File: config.mk
export PLATFORM = sky130hd
export DESIGN_NAME = model100_lcd_flat
export DESIGN_NICKNAME = d
export VERILOG_FILES = /design/src/rtl/model100_lcd_if.sv /design/src/rtl/model100_lcd.sv /design/src/flat_wrapper.sv
export SDC_FILE = /design/constraint.sdc
export NUM_CORES = 1
export LEC_CHECK = 0
export CORE_ASPECT_RATIO = 1.1
export CORE_UTILIZATION = 56
export CTS_BUF_LIST = sky130_fd_sc_hd__clkbuf_8 sky130_fd_sc_hd__clkbuf_16
export DETAILED_ROUTE_END_ITERATION = 12
export PLACE_DENSITY = 0.76
export SYNTH_ARGS = -nofsm -noshare
export SYNTH_HDL_FRONTEND = slang
export SYNTH_SLANG_ARGS = --single-unit
File: constraint.sdc
create_clock -name clk -period 3.8 [get_ports clk]
set_input_delay 0.76 -clock clk [delete_from_list [all_inputs] [get_ports clk]]
set_output_delay 0.76 -clock clk [all_outputs]
set_load 0.03 [all_outputs]
File: src/rtl/model100_lcd_if.sv
// Signal bundle between the LCD refresh controller, the upstream pixel source and the panel pins.
interface model100_lcd_if;
  logic [7:0] pixels;
  logic [7:0] x;
  logic [3:0] y;
  logic       frame_strobe;
  logic [7:0] data_pin;
  logic [9:0] cs_pin;
  logic       cs1_pin;
  logic       rw_pin;
  logic       di_pin;
  logic       enable_pin;
  logic       reset_pin;

  modport master (
    input  pixels,
    output x, y, frame_strobe, data_pin, cs_pin, cs1_pin, rw_pin, di_pin, enable_pin, reset_pin
  );

  modport slave (
    output pixels,
    input  x, y, frame_strobe, data_pin, cs_pin, cs1_pin, rw_pin, di_pin, enable_pin, reset_pin
  );
endinterface

File: src/rtl/model100_lcd.sv
// Continuous refresh of the Model 100 240x64 panel (ten HD44102-style drivers):
// panel reset, one-time driver init, then endless page/column scan of pixel bytes.
module model100_lcd #(
  parameter int unsigned RESET_CYCLES  = 4800,
  parameter int unsigned ENABLE_CYCLES = 24
) (
  input  logic           clk,
  input  logic           reset,
  model100_lcd_if.master lcd
);

  localparam int unsigned RCW = (RESET_CYCLES  > 1) ? $clog2(RESET_CYCLES)  : 1;
  localparam int unsigned TCW = (ENABLE_CYCLES > 1) ? $clog2(ENABLE_CYCLES) : 1;

  typedef enum logic [1:0] {ST_RESET_HOLD, ST_INIT, ST_SCAN} state_t;
  typedef enum logic [1:0] {PH_IDLE, PH_SETUP, PH_EHIGH, PH_HOLD} phase_t;

  state_t         r_state, w_state_next;
  phase_t         r_phase;
  logic [TCW-1:0] r_tcnt;
  logic [RCW-1:0] r_rcnt;

  logic [3:0] r_ichip;
  logic [1:0] r_icmd;
  logic [3:0] r_chip;
  logic [1:0] r_page;
  logic [5:0] r_col;
  logic       r_is_addr;
  logic       r_frame_end;

  logic [7:0] r_x;
  logic [3:0] r_y;
  logic [7:0] r_data;
  logic [9:0] r_cs;
  logic       r_cs1, r_di, r_en, r_rstn, r_fs;

  logic       w_phase_done, w_slot_free, w_launch, w_di;
  logic [3:0] w_cm;
  logic [7:0] w_base, w_init_cmd, w_data;
  logic [5:0] w_last_col;
  logic [9:0] w_cs;

  assign w_phase_done = (r_tcnt == TCW'(ENABLE_CYCLES - 1));
  assign w_slot_free  = (r_phase == PH_IDLE) || ((r_phase == PH_HOLD) && w_phase_done);
  assign w_cm         = (r_chip >= 4'd5) ? (r_chip - 4'd5) : r_chip;
  assign w_base       = {4'b0000, w_cm} * 8'd50;
  assign w_last_col   = (w_cm == 4'd4) ? 6'd39 : 6'd49;

  always_comb begin
    w_init_cmd = 8'h3E;
    case (r_icmd)
      2'd0:    w_init_cmd = 8'h39;
      2'd1:    w_init_cmd = 8'h3B;
      default: w_init_cmd = 8'h3E;
    endcase
  end

  always_ff @(posedge clk) begin
    if (reset) r_state <= ST_RESET_HOLD;
    else       r_state <= w_state_next;
  end

  // A new write is launched on the last hold cycle of the previous one, so writes run back-to-back.
  always_comb begin
    w_state_next = r_state;
    w_launch     = 1'b0;
    w_cs         = '0;
    w_di         = 1'b0;
    w_data       = '0;
    case (r_state)
      ST_RESET_HOLD: begin
        if (r_rcnt == RCW'(RESET_CYCLES - 1)) w_state_next = ST_INIT;
      end
      ST_INIT: begin
        if (w_slot_free) begin
          w_launch = 1'b1;
          w_cs     = 10'd1 << r_ichip;
          w_data   = w_init_cmd;
          if ((r_ichip == 4'd9) && (r_icmd == 2'd2)) w_state_next = ST_SCAN;
        end
      end
      ST_SCAN: begin
        if (w_slot_free) begin
          w_launch = 1'b1;
          w_cs     = 10'd1 << r_chip;
          w_di     = ~r_is_addr;
          w_data   = r_is_addr ? {r_page, 6'b000000} : lcd.pixels;
        end
      end
      default: w_state_next = ST_RESET_HOLD;
    endcase
  end

  always_ff @(posedge clk) begin
    if (reset) begin
      r_phase     <= PH_IDLE;
      r_tcnt      <= '0;
      r_rcnt      <= '0;
      r_ichip     <= '0;
      r_icmd      <= '0;
      r_chip      <= '0;
      r_page      <= '0;
      r_col       <= '0;
      r_is_addr   <= 1'b1;
      r_frame_end <= 1'b0;
      r_x         <= '0;
      r_y         <= '0;
      r_data      <= '0;
      r_cs        <= '0;
      r_cs1       <= 1'b0;
      r_di        <= 1'b0;
      r_en        <= 1'b0;
      r_rstn      <= 1'b0;
      r_fs        <= 1'b0;
    end else begin
      r_fs <= 1'b0;
      // Coordinates trail the scan counters by one cycle, well ahead of the next pixel capture.
      r_x  <= w_base + {2'b00, r_col};
      r_y  <= {1'b0, (r_chip >= 4'd5), r_page};

      if (r_state == ST_RESET_HOLD) begin
        r_rcnt <= r_rcnt + 1'b1;
        if (w_state_next == ST_INIT) r_rstn <= 1'b1;
      end

      if (w_launch) begin
        r_cs    <= w_cs;
        r_cs1   <= 1'b1;
        r_di    <= w_di;
        r_data  <= w_data;
        r_en    <= 1'b0;
        r_phase <= PH_SETUP;
        r_tcnt  <= '0;
      end else if (r_phase != PH_IDLE) begin
        if (w_phase_done) begin
          r_tcnt <= '0;
          case (r_phase)
            PH_SETUP: begin r_phase <= PH_EHIGH; r_en <= 1'b1; end
            PH_EHIGH: begin r_phase <= PH_HOLD;  r_en <= 1'b0; end
            default:  begin r_phase <= PH_IDLE;  r_en <= 1'b0; end
          endcase
        end else begin
          r_tcnt <= r_tcnt + 1'b1;
        end
      end

      if (w_launch && (r_state == ST_INIT)) begin
        if (r_icmd == 2'd2) begin
          r_icmd  <= '0;
          r_ichip <= r_ichip + 1'b1;
        end else begin
          r_icmd <= r_icmd + 1'b1;
        end
      end

      if (w_launch && (r_state == ST_SCAN)) begin
        r_fs        <= r_frame_end;
        r_frame_end <= 1'b0;
        if (r_is_addr) begin
          r_is_addr <= 1'b0;
          r_col     <= '0;
        end else if (r_col == w_last_col) begin
          r_is_addr <= 1'b1;
          r_col     <= '0;
          if (r_page == 2'd3) begin
            r_page <= '0;
            if (r_chip == 4'd9) begin
              r_chip      <= '0;
              r_frame_end <= 1'b1;
            end else begin
              r_chip <= r_chip + 1'b1;
            end
          end else begin
            r_page <= r_page + 1'b1;
          end
        end else begin
          r_col <= r_col + 1'b1;
        end
      end
    end
  end

  assign lcd.x            = r_x;
  assign lcd.y            = r_y;
  assign lcd.frame_strobe = r_fs;
  assign lcd.data_pin     = r_data;
  assign lcd.cs_pin       = r_cs;
  assign lcd.cs1_pin      = r_cs1;
  assign lcd.rw_pin       = 1'b0;
  assign lcd.di_pin       = r_di;
  assign lcd.enable_pin   = r_en;
  assign lcd.reset_pin    = r_rstn;

endmodule

File: src/flat_wrapper.sv
// flat-port wrapper written by rule: the top's interface ports become plain ports
module model100_lcd_flat 
#(
  parameter int unsigned RESET_CYCLES  = 4800,
  parameter int unsigned ENABLE_CYCLES = 24
)
  (clk, reset, lcd_pixels, lcd_x, lcd_y, lcd_frame_strobe, lcd_data_pin, lcd_cs_pin, lcd_cs1_pin, lcd_rw_pin, lcd_di_pin, lcd_enable_pin, lcd_reset_pin);
  model100_lcd_if lcd_i ();
  input  logic clk;
  input  logic reset;
  input wire logic [$bits(lcd_i.pixels)-1:0] lcd_pixels;
  output wire logic [$bits(lcd_i.x)-1:0] lcd_x;
  output wire logic [$bits(lcd_i.y)-1:0] lcd_y;
  output wire logic [$bits(lcd_i.frame_strobe)-1:0] lcd_frame_strobe;
  output wire logic [$bits(lcd_i.data_pin)-1:0] lcd_data_pin;
  output wire logic [$bits(lcd_i.cs_pin)-1:0] lcd_cs_pin;
  output wire logic [$bits(lcd_i.cs1_pin)-1:0] lcd_cs1_pin;
  output wire logic [$bits(lcd_i.rw_pin)-1:0] lcd_rw_pin;
  output wire logic [$bits(lcd_i.di_pin)-1:0] lcd_di_pin;
  output wire logic [$bits(lcd_i.enable_pin)-1:0] lcd_enable_pin;
  output wire logic [$bits(lcd_i.reset_pin)-1:0] lcd_reset_pin;
  assign lcd_i.pixels = lcd_pixels;
  assign lcd_x = lcd_i.x;
  assign lcd_y = lcd_i.y;
  assign lcd_frame_strobe = lcd_i.frame_strobe;
  assign lcd_data_pin = lcd_i.data_pin;
  assign lcd_cs_pin = lcd_i.cs_pin;
  assign lcd_cs1_pin = lcd_i.cs1_pin;
  assign lcd_rw_pin = lcd_i.rw_pin;
  assign lcd_di_pin = lcd_i.di_pin;
  assign lcd_enable_pin = lcd_i.enable_pin;
  assign lcd_reset_pin = lcd_i.reset_pin;
  model100_lcd #(.RESET_CYCLES(RESET_CYCLES), .ENABLE_CYCLES(ENABLE_CYCLES)) u_core (.clk(clk), .reset(reset), .lcd(lcd_i));
endmodule
; ---- Word-level counts from Yosys, hierarchy flattened
; Cells that the tools add are included.
[word_totals]
output_inout_bits = 36
in_bits = 10
wordCells = 107
ff_bits = 77
[classes]
reduce_logical = 20
n_bitwise = 2
order_cmp = 1
n_mul = 1
shifts = 2
n_eq_ne = 15
addsub = 9
mux = 35
[ops]
columns = cell, n
row1 = $mux W10, 2
row2 = $pmux W10 S2, 1
row3 = $shl A1 B4 Y10 const A, 2
row4 = $mux W6, 3
row5 = $mux W8, 2
row6 = $pmux W8 S2, 1
row7 = $mux W1, 14
row8 = $add A13 B1 Y13 const B, 1
row9 = $eq A13 B13 Y1 const B, 1
row10 = $eq A2 B2 Y1 const B, 5
row11 = $mux W2, 5
row12 = $mux W5, 2
row13 = $add A4 B1 Y4 const B, 2
row14 = $add A8 B6 Y8, 1
row15 = $eq A2 B1 Y1 const B, 4
row16 = $eq A4 B4 Y1 const B, 2
row17 = $mux W4, 2
row18 = $reduce_and A2 Y1, 4
row19 = $mul A4 B5 Y7 const B, 1
row20 = $add A6 B1 Y6 const B, 1
row21 = $eq A6 B6 Y1, 1
row22 = $logic_not A2 Y1, 3
row23 = $pmux W2 S3, 1
row24 = $pmux W3 S2, 1
row25 = 14 further kinds, 23

; ---- Longest topological paths before layout
[depth]
ltp_word = 8
depth_mapped = 16
ltp_nobuf = 15

; ---- Worst setup path after synthesis
; OpenSTA, ideal clock, no wires.
[synth_path]
kind = flip-flop to flip-flop
start = register u_core.r_chip[0]
end = register u_core.r_x[7], in the netlist u_core.lcd.x[7]
path_buffers = 1
setup_slack_ns = 0.780
setup_time_ns = 0.070
synth_period_minus_slack_ns = 3.020
t_required_ns = 3.730
arrival_time_ns = 2.950
stages_incl_launch_ff = 17
path_cell_list = dfxtp_1 > buf_2 > inv_1 > ha_1 > nand2b_4 > a21oi_4 > nor2b_1 > a21oi_1 > inv_1 > xnor2_1 > ha_1 > inv_1 > fa_1 > xnor2_1 > xnor2_1 > or3_1 > a21oi_1
[synth_between]
elab_chain_cells = 4
[synth_lines]
columns = item, line_no
row1 = "start, declared", model100_lcd.sv:25  ; logic [3:0] r_chip;
row2 = "start signal, assigned", model100_lcd.sv:171  ; r_chip <= r_chip + 1'b1;
row3 = $sub A4 B3 Y4 / $ge A4 B3 Y1 (equally long branches), model100_lcd.sv:45  ; assign w_cm = (r_chip >= 4'd5) ? (r_chip - 4'd5) : r_chip;
row4 = $mux W4 *, model100_lcd.sv:45
row5 = $mul A4 B5 Y7 *, model100_lcd.sv:46  ; assign w_base = {4'b0000, w_cm} * 8'd50;
row6 = $add A8 B6 Y8 *, model100_lcd.sv:118  ; r_x <= w_base + {2'b00, r_col};
row7 = "end signal, assigned", model100_lcd.sv:118
row8 = "end, declared", model100_lcd.sv:31  ; logic [7:0] r_x;
; Every way passes the cells marked *; elsewhere a longest branch is shown, timed or not.
; A chain may end at the register's enable or synchronous reset.

; ---- Worst setup path in the final report
[layout_path]
start = register u_core.r_chip[1]
end = register u_core.r_x[7], in the netlist u_core.lcd.x[7]
; The elaborated chain is that of the path after synthesis.

==> qor.txt <==
clock transition at the registers of the reported paths - 0.08 ns
crit path max fanout - 7
setup slack of the critical path after layout - 0.387 ns
share of cells above drive strength 1 - 5.64%
worst slew margin relative to its limit - 30.6%
routed wire length per instance - 14.2 um
yosys synthesis warning count - 0
DRC violations left - 0
type of the most critical hold path - reg2reg
count of distinct cell types in the synthesized netlist - 52
CP max stage delay - 0.45 ns
CTS tree - yes
number of failing setup endpoints in the final timing report - 0
cell class contributing the biggest share of worst-path delay - adder cells
post-synth top area share - 39.2%
number of detailed-route iterations in the first pass - 4
total CTS buffers - 9
last weighted congestion value of the routability-driven placer - 0.830
number of diodes - 0
register bit total from synthesis - 76
max-slew violations - 0
arrival time at the worst endpoint - 3.69 ns
instance count of the mapped netlist - 439
power density over the cells - 372 mW/mm^2
Critical Path Slowest Stage Cell - sky130_fd_sc_hd__dfxtp_1
cell types with the highest counts after synthesis - 76 x sky130_fd_sc_hd__dfxtp_1, 53 x sky130_fd_sc_hd__nor2_1, 34 x sky130_fd_sc_hd__ha_1
Total Die Area - 0.00726 mm^2
Root Buffer Master - sky130_fd_sc_hd__clkbuf_8
postcts setup bufs - 0
overall global routing resource usage - 24.3%
library cell with the largest summed area after synthesis - sky130_fd_sc_hd__dfxtp_1
CTS max path bufs - 2
global route overflow - 0
Least-Margin Pin Slew - 1.04 ns
post-placement worst setup slack - 0.407 ns
Reg2Reg Setup Slack - 0.39 ns
largest net degree at the start of global routing - 37
number of nets in the finished design - 520
count of boundary I/O pins - 46
cell row count - 31
cells along the critical path - inv_1 -> ha_1 -> nand2b_4 -> a21oi_4 -> nor2b_1 -> a21oi_1 -> inv_1 -> xnor2_1 -> ha_1 -> inv_1 -> fa_1 -> xnor2_1 -> xnor2_1 -> or3_1 -> a21oi_1
number of buffers added on ports - 43
result of the run - complete, no violations
sequential element share of the synthesized area - 39.2%
total number of vias - 3202
number of vias per cell - 5.71
hold-fix buffer count after cts - 0
WP data required - 4.08 ns
Worst Setup End Kind - register
reported leakage power - 1.68 nW
total number of H-tree levels - 3
width of the chip - 81.3 um
layout overhead on the synthesized area - 19.4%
number of antenna violations at the first check in global routing - 0
ANT nets after route - 0
# fillers - 528
clock skew after layout - 0.00666 ns
final cycle utilization of the critical path - 89.8%
Top FF cell, synth - sky130_fd_sc_hd__dfxtp_1
HPWL after detailed placement - 5610 um
total negative slack - 0 ns
wire length of the first global-routing pass - 13500 um
Critical path buffers and inverters - 3
most frequent cell after synthesis - sky130_fd_sc_hd__dfxtp_1
mean cell area of the mapped netlist - 8.83 um^2
number of global-route vias before repair - 3034
multi-input gate area in the final layout - 0.00218 mm^2
Worst setup SP type - register
fraction of registers with async set or reset after synthesis - 0%
effective utilization at floorplan - 58.5%
Max Cap Viol - 0
clk sink count - 76
violation count after the first detailed-routing iteration - 172
Highest Clock Rate - 293 MHz
number of failing hold endpoints at the final stage - 0
Reg area - 0.00152 mm^2
largest cells by area after synthesis - sky130_fd_sc_hd__dfxtp_1 39%, sky130_fd_sc_hd__ha_1 11%, sky130_fd_sc_hd__nor2_1 5.1%
worst vdd ir - 267 uV
kind of critical path - reg2reg
min cycle time layout - 3.41 ns
CTS-repair resized insts - 0
clock latency on the worst-skew pair - 0.35 ns
die height - 89.3 um
Core Region - 0.00663 mm^2
Routed Wire Length - 7980 um
unrepaired setup endpoints after global routing - false
number of synthesized flops with an enable pin - 0
Cell Area, Synth - 0.00388 mm^2
cell usage in the layout, fill, tap and decap left out, types with 10 or more instances in the layout:
cell type,instances
sky130_fd_sc_hd__dfxtp_1,76
sky130_fd_sc_hd__nand3_1,17
sky130_fd_sc_hd__clkbuf_8,10
sky130_fd_sc_hd__a21oi_1,24
sky130_fd_sc_hd__clkdlybuf4s50_1,42
sky130_fd_sc_hd__o21ai_0,16
sky130_fd_sc_hd__nor2b_1,14
sky130_fd_sc_hd__nand2_1,24
sky130_fd_sc_hd__nor2_1,53
sky130_fd_sc_hd__xnor2_1,14
sky130_fd_sc_hd__inv_1,20
sky130_fd_sc_hd__nor3_1,12
sky130_fd_sc_hd__ha_1,34
logic make-up after synthesis:
group / after synthesis / share of synthesized area, %
other cells: 1 / 0.0967
compound gates: 81 / 14.1
xor+xnor: 22 / 4.97
simple gates: 167 / 21.9
mux: 12 / 3.19
flops: 76 / 39.2
buf+inv: 44 / 4.55
fa+ha+maj: 36 / 12.0
state kept, by name, summed over array words and instances, names as in the netlist, 3 cells and up:
name and cells:
u_core.r_tcnt 5, u_core.lcd.y 3, u_core.lcd.data_pin 8, u_core.r_rcnt 13, u_core.r_chip 4, u_core.r_col 6
u_core.lcd.x 8, u_core.r_ichip 4, u_core.lcd.cs_pin 10
per-stage QoR:
stage          cell area (um^2)  utilization [%]  power (mW)  std cells  hold WS, ns
2_1_floorplan              3880                -       0.841        440        0.427
3_3_place_gp               4330             65.3       0.854        545        0.439
3_5_place_dp               4330             65.3       0.855        545        0.450
4_1_cts                    4630             69.8        1.74        561        0.461
5_1_grt                    4630             69.8        1.77        561        0.489
6_report                   4630             69.8        1.72        561        0.461
final timing paths:
path | from | to | cells after the start
hold reg to reg | u_core.r_frame_end$_SDFFE_PP0P_ | u_core.r_frame_end$_SDFFE_PP0P_ | 2
hold / removal | u_core.r_frame_end$_SDFFE_PP0P_ | u_core.r_frame_end$_SDFFE_PP0P_ | 2
setup / recovery | u_core.r_chip[1]$_SDFFE_PP0P_ | u_core.lcd.x[7]$_SDFF_PP0_ | 15
setup reg to reg | u_core.r_chip[1]$_SDFFE_PP0P_ | u_core.lcd.x[7]$_SDFF_PP0_ | 15
power by group:
part,internal [mW],switching (mW),leakage [nW]
logic,0.0132,0.0211,0.924
registers,0.798,0.00308,0.612
clock network,0.588,0.300,0.147
routing by layer:
layer,wire [um],part of all wire [%],global-route usage (%)
met5,0,0,0
met4,164,2.1,12.2
met3,225,2.8,3.78
met2,3900,49,41.8
met1,3680,46,29.4
cell type report:
class                           count  area share, %
Inverter                           21           1.70
Sequential cell                    76           32.9
Tap cell                           82           2.22
Clock inverter                      6           3.43
Timing Repair Buffer               46           9.67
Multi-Input combinational cell    320           47.1
Clock buffer                       10           2.97
worst reg2reg max path, cell delays in order, from the launching register on:
cell	delay, ns
sky130_fd_sc_hd__dfxtp_1	0.45
sky130_fd_sc_hd__inv_1	0.17
sky130_fd_sc_hd__ha_1	0.29
sky130_fd_sc_hd__nand2b_4	0.18
sky130_fd_sc_hd__a21oi_4	0.23
sky130_fd_sc_hd__nor2b_1	0.07
sky130_fd_sc_hd__a21oi_1	0.28
sky130_fd_sc_hd__inv_1	0.15
sky130_fd_sc_hd__xnor2_1	0.21
sky130_fd_sc_hd__ha_1	0.17
sky130_fd_sc_hd__inv_1	0.04
sky130_fd_sc_hd__fa_1	0.37
sky130_fd_sc_hd__xnor2_1	0.15
sky130_fd_sc_hd__xnor2_1	0.13
sky130_fd_sc_hd__or3_1	0.31
sky130_fd_sc_hd__a21oi_1	0.14
Note: power is estimated with default switching activity, not from simulation.
